File: src/rtl/mux_sel_arbiter.sv
// mux_sel_arbiter: two-channel round-robin arbiter driving a transmission-gate
// 2:1 mux. A dead cycle separates any change of enabled gate so the two gates
// are never on together. The selected beat is registered into a valid/ready
// output stage.
module mux_sel_arbiter #(
  parameter int unsigned W         = 8,
  parameter int unsigned MAX_BURST = 4
) (
  input  logic         clk,
  input  logic         rst_n,
  input  logic         req0,
  input  logic         req1,
  input  logic [W-1:0] d0,
  input  logic [W-1:0] d1,
  output logic         ack0,
  output logic         ack1,
  output logic         en0,
  output logic         en1,
  output logic         sel,
  output logic         out_valid,
  output logic [W-1:0] out_data,
  input  logic         out_ready
);

  localparam int unsigned CW = $clog2(MAX_BURST + 1);

  typedef enum logic [1:0] {
    IDLE   = 2'd0,
    GRANT0 = 2'd1,
    GRANT1 = 2'd2,
    DEAD   = 2'd3
  } state_t;

  state_t        state, state_nx;
  logic          last, last_nx;
  logic [CW-1:0] cnt, cnt_nx;
  logic          sel_nx;

  logic          can_load;
  logic          any_req;
  logic          pick;
  logic          own_req;
  logic          own_ack;
  logic          other_req;
  logic          burst_end;

  // Output stage can take a new beat when empty or draining this cycle.
  assign can_load = !out_valid || out_ready;

  // Gate enables and accepts come straight from the registered state.
  assign en0  = (state == GRANT0);
  assign en1  = (state == GRANT1);
  assign ack0 = en0 && req0 && can_load;
  assign ack1 = en1 && req1 && can_load;

  assign any_req   = req0 || req1;
  // On a tie the channel that was not granted last wins.
  assign pick      = (req0 && req1) ? ~last : req1;
  assign burst_end = (cnt == CW'(MAX_BURST - 1));

  // View of the currently granted channel versus the other one.
  always_comb begin
    own_req   = 1'b0;
    own_ack   = 1'b0;
    other_req = 1'b0;
    if (state == GRANT0) begin
      own_req   = req0;
      own_ack   = ack0;
      other_req = req1;
    end else if (state == GRANT1) begin
      own_req   = req1;
      own_ack   = ack1;
      other_req = req0;
    end
  end

  // Next-state, round-robin pointer and burst counter.
  always_comb begin
    state_nx = state;
    last_nx  = last;
    cnt_nx   = cnt;
    case (state)
      IDLE, DEAD: begin
        if (any_req) begin
          state_nx = pick ? GRANT1 : GRANT0;
          last_nx  = pick;
          cnt_nx   = '0;
        end else begin
          state_nx = IDLE;
        end
      end
      GRANT0, GRANT1: begin
        if (!own_req) begin
          state_nx = DEAD;
        end else if (own_ack) begin
          if (burst_end) begin
            // Full burst: yield only if the other side is waiting, otherwise
            // start a fresh burst without a dead cycle.
            cnt_nx = '0;
            if (other_req) begin
              state_nx = DEAD;
            end
          end else begin
            cnt_nx = cnt + 1'b1;
          end
        end
      end
      default: begin
        state_nx = IDLE;
      end
    endcase
  end

  // sel follows the granted channel and holds through IDLE and DEAD.
  always_comb begin
    sel_nx = sel;
    if (state_nx == GRANT1) begin
      sel_nx = 1'b1;
    end else if (state_nx == GRANT0) begin
      sel_nx = 1'b0;
    end
  end

  // Control registers.
  always_ff @(posedge clk) begin
    if (!rst_n) begin
      state <= IDLE;
      last  <= 1'b1;
      cnt   <= '0;
      sel   <= 1'b0;
    end else begin
      state <= state_nx;
      last  <= last_nx;
      cnt   <= cnt_nx;
      sel   <= sel_nx;
    end
  end

  // Output register: an accepted beat replaces the held one; otherwise a
  // consumed beat empties the stage.
  always_ff @(posedge clk) begin
    if (!rst_n) begin
      out_valid <= 1'b0;
      out_data  <= '0;
    end else if (ack0) begin
      out_valid <= 1'b1;
      out_data  <= d0;
    end else if (ack1) begin
      out_valid <= 1'b1;
      out_data  <= d1;
    end else if (out_ready) begin
      out_valid <= 1'b0;
    end
  end

  // Gates must never overlap and grants never hand over without a dead cycle.
  always_ff @(posedge clk) begin
    if (rst_n) begin
      assert (!(en0 && en1));
      assert (!((state == GRANT0 && state_nx == GRANT1) ||
                (state == GRANT1 && state_nx == GRANT0)));
    end
  end

endmodule

File: config.mk
export PLATFORM = sky130hd
export DESIGN_NAME = mux_sel_arbiter
export DESIGN_NICKNAME = d
export VERILOG_FILES = /design/src/rtl/mux_sel_arbiter.sv
export SDC_FILE = /design/constraint.sdc
export NUM_CORES = 1
export LEC_CHECK = 0
export ABC_AREA = 1
export ABC_CLOCK_PERIOD_IN_PS = 2500
export BUFFER_PORTS_ARGS = -buffer_cell sky130_fd_sc_hd__buf_2
export CAP_MARGIN = 20
export CORE_ASPECT_RATIO = 1.2
export CORE_MARGIN = 4
export CORE_UTILIZATION = 46
export CTS_CLUSTER_DIAMETER = 60
export DETAILED_ROUTE_END_ITERATION = 8
export MAX_ROUTING_LAYER = met4
export PLACE_DENSITY_LB_ADDON = 0.12
export SYNTH_ARGS = -nofsm -noshare
export SYNTH_HDL_FRONTEND = slang
export SYNTH_SLANG_ARGS = --single-unit
File: constraint.sdc
create_clock -name clk -period 2.5 [get_ports clk]
set_clock_uncertainty 0.1 [all_clocks]
set_input_delay 0.5 -clock clk [delete_from_list [all_inputs] [get_ports clk]]
set_output_delay 0.5 -clock clk [all_outputs]
set_load 0.02 [all_outputs]
# == Word level (Yosys, flattened, before mapping) ==
# Index checks and enable logic that the tools add are counted.
# totals
reg_bits,16
in_bits,21
out_inout_bits,14
elab_cells,59
# classes
addsub,1
eq_ne,9
n_mux,26
bitwise_logic,1
n_reduce_logical,16
# ops
cell,count
2-to-1 mux 8 bit,2
2-to-1 mux 1 bit,12
2-to-1 mux 2 bit,6
2-to-1 mux 3 bit,4
equality test 2 bit (second input constant),3
inequality test 2 bit (second input constant),3
one-hot mux 3 bit (2 select lines),1
logical AND 1 bit,5
equality test 2 x 1 -> 1 bit (second input constant),2
one-hot mux 2 bit (2 select lines),1
nonzero test 2 bit,2
OR reduction 2 bit,2
adder 3 x 1 -> 3 bit (second input constant),1
equality test 3 x 2 -> 1 bit (second input constant),1
AND reduction 3 bit,1
nonzero test 3 bit,1
logical NOT 2 bit,1
logical OR 1 bit,2
AND reduction 2 bit,1
logical NOT 1 bit,1
inverter 1 bit,1

# == Logic depth before layout (Yosys ltp) ==
# logic_depth
depth_word,11
depth_mapped,12
ltp_nobuf,12

# == Worst setup path after synthesis ==
# No wires, ideal clock.
# synth_timing
path_kind,reg-to-reg
from,register state[1]
to,register sel
t_arrival_ns,1.702
required_time_ns,2.281
path_slack_ns,0.579
path_stages_with_launch,12
n_path_buf,0
synth_period_minus_slack_ns,1.921
path_cell_list,dfxtp_1 inv_1 ha_1 inv_1 nand3_1 nand2_1 nand2_1 o21ai_1 a21boi_0 ha_1 o21ai_0 a21oi_1
# synth_between
word_cells_on_any_way,25
cone_classes,eq/ne (5); mux (12); reduce/logical (8)
# synth_lines
item,line,source
start: declaration,34,"state_t state, state_nx;"
start signal: assignment,132,state <= state_nx;
equality test 2 x 1 -> 1 bit *,51,assign en0 = (state == GRANT0);
net en0,17,"output logic en0,"
2-to-1 mux 1 bit / logical AND 1 bit (equally long branches),"66, 53",
2-to-1 mux 2 bit / logical AND 1 bit (equally long branches),"100, 53",
2-to-1 mux 2 bit / 2-to-1 mux 1 bit (equally long branches),"96, 66",
2-to-1 mux 2 bit,95,end else if (own_ack) begin
2-to-1 mux 2 bit,93,if (!own_req) begin
one-hot mux 2 bit (2 select lines) *,82,case (state)
equality test 2 bit / equality test 2 x 1 -> 1 bit (equally long branches),"117, 119",
2-to-1 mux 1 bit / nonzero test 2 bit (equally long branches),--,
end signal: assignment,135,sel <= sel_nx;
end: declaration,19,"output logic sel,"
# Mark *: on every way through the listed nets, which the timed path passes. The rest lies on a longest branch.
# A chain may end at the register's enable or synchronous reset.

# == Final worst setup path ==
# layout_timing
from,register state[1]
to,output ack0
# layout_between
elab_chain_len,3
# layout_lines
item,line,source
equality test 2 x 1 -> 1 bit,51,
logical AND 1 bit (2 in a row),53,assign ack0 = en0 && req0 && can_load;
end: declaration,15,"output logic ack0,"
# No other way between the ends.

==> impl_metrics.toml <==
[setup_path]
worstSetupPathType = "flip-flop to output pin"
rrSetupSlack_ns = 0.47
end_kind = "output pin"
critPathMaxFanout = 9
rr_startpoint = "state[0]"
critPathSlowestCell = "dfxtp_1"
max_stage_delay_ns = 0.37
rr_worst_depth = 8
worstReg2RegEnd = "sel"
critPathTopFamily = "buffers and inverters"
crit_buf_inv = 4
cp-start-kind = "flip-flop"
crit_path_cell_trace = "inv_1 > ha_1 > nand2_2 > inv_2 > nand2_4 > clkinv_2 > buf_2"
cp.required_ns = 1.90
crit_arrival_ns = 1.58

[clocking]
cts_tree = "yes"
post_cts_buffers = 0
hold_buffers = 0
htreeDepth = 1
numClockSinks = 16
path_clk_slew_ns = 0.09
worstSkewPairLatency_ns = 0.29
clk_path_buf_depth = 2
cts_made_buffers = 3
cts_resized = 0
root_buffer = "clkbuf_4"

[yosys]
syn_inst = 112
synthDistinctLibCells = 21
ys_ff_latch = 16
syn_avg_cell_area_um2 = 7.43
syn_area_um2 = 832
syn-num-nets = 137
yosysSeqAreaShare = 0.385
yosysWarnings = 0

[detailed_routing]
route.detailed.drc = 0
wire_per_inst_um = 11.5
dr.pass1.iters = 4
vias = 860
wl_mm = 1.91
ant_nets = 0
dr.first_iter.drc_count = 13
routed_via_density = 5.15

[layout]
fill_cells = 171
seq_area_um2 = 320
final_common_cell = "buf_2"
nNetsFinal = 175
final_core_util = 0.629
area_delta_synth_final_pct = 27.1
layout_common_cells = "buf_2 (34), nand2_1 (25), dfxtp_1 (16)"
drive_gt1_frac = 0.315
antenna_cells = 0
multi_input_area_um2 = 444

[global_routing]
grt_util_met2 = 0.296
antenna_found_initial = 0
grt_usage = 0.178
grt_pass1_wl_mm = 3.20
use_met3 = 0.0428
grt_overflow = 0
busiest_layer = "met2"
grt_use_met1 = 0.187
first_global_vias = 843
grt_max_degree = 12

[sta]
rsz0062_at_grt = "no"
finalCritPeriodShare = 0.872
tightest_slew_ns = 0.360
finalSetupViolCount = 0
hold_violations = 0
setup_tns_ns = 0
fin_crit_ns = 2.18
slew_violations = 0
whs_ns = 0.355
clock.fmax_mhz = 458
relSlewSlack = 0.760

[power]
p_leak_nw = 0.556
power_density_nw_per_um2 = 1010
total_power_mw = 1.07
peakVddDrop_v = 0.000505

[die]
ioPinCount = 35
die_w_um = 46.8
die_area_um2 = 2560
core.rowCount = 16
die_h_um = 54.6
core_area_um2 = 1680
start_util = 0.495

[placement]
hpwl_mm = 1.51
io_buffers = 34
routabilityCongestion = 0.883

[hold_path]
worstHoldPathType = "input port to flip-flop"
hold_depth = 2
hold_end = "last"
hp-start = "rst_n"

[status]
outcome = "complete, no violations"

[job]
cap_violations = 0
registers in the layout, summed over array words and instances, names as in the netlist:
signal and cells:
last 1, state 2, out_valid 1, sel 1, cnt 3, out_data 8
stage by stage:
step | area (um^2) | cells | worst slack [ns]
floorplan | 832 | 112 | 0.579
global placement | 1020 | 163 | 0.552
detailed placement | 1020 | 163 | 0.490
CTS | 1060 | 167 | 0.304
global route | 1060 | 167 | 0.188
finish | 1060 | 167 | 0.319
cell type report:
cell class              count  share of cell area
clock buffers               4              0.0343
inverters                  16              0.0604
multi-input cells          79               0.420
flip-flops and latches     16               0.303
well taps                  18              0.0213
repair buffers             34               0.161
per-layer routing:
layer / up-vias / routed length [um]
met4: 0 / 42
li1: 446 / -
met5: - / 0
met2: 26 / 917
met1: 383 / 838
met3: 5 / 115
cells by family after synthesis:
family                   count (synthesis)  synth area share
AND/OR/NAND/NOR                         47             0.281
adder cells (fa/ha/maj)                  4            0.0602
AO/OA/AOI/OAI                           28             0.192
buffers and inverters                   17            0.0812
flip-flops                              16             0.385
Yosys cell counts (all sizes together):
| library cell | count | area [um^2] |
|---|---|---|
| o21ai | 5 | 25.0 |
| nand3 | 8 | 40.0 |
| inv | 15 | 58.8 |
| dfxtp | 16 | 320 |
| clkbuf | 1 | 3.75 |
| nand4 | 1 | 6.26 |
| ha | 4 | 50.1 |
| a21boi | 1 | 7.51 |
| or2 | 8 | 50.1 |
| o211ai | 6 | 45.0 |
| clkinv | 1 | 5.00 |
| nand2 | 29 | 134 |
| nor2 | 1 | 3.75 |
| a21oi | 14 | 70.1 |
| a31oi | 2 | 12.5 |
where the power goes:
group	switching, mW	total [mW]	internal, mW
logic	0.340	0.535	0.195
clock network	0.0843	0.173	0.0887
registers	0.0371	0.359	0.322
total	0.462	1.07	0.606
worst reg2reg max path, cell delays in order (launching register included):
cell and delay (ns):
dfxtp_1 0.36, inv_1 0.05, ha_1 0.30, o21ai_1 0.14, or2_2 0.32, a21boi_0 0.13, ha_1 0.32, o21ai_0 0.16
a21oi_1 0.06
how the worst max path moves through the flow:
stage / slack [ns] / endpoint / startpoint / depth (start not counted)
floorplan: 0.58 / sel / state[1] / 11
global placement: 0.55 / sel / state[0] / 8
detailed placement: 0.49 / sel / state[0] / 8
CTS: 0.30 / ack0 / state[1] / 7
global route: 0.19 / ack0 / state[1] / 7
finish: 0.32 / ack0 / state[1] / 7
Note: power is estimated with default switching activity, not from simulation.
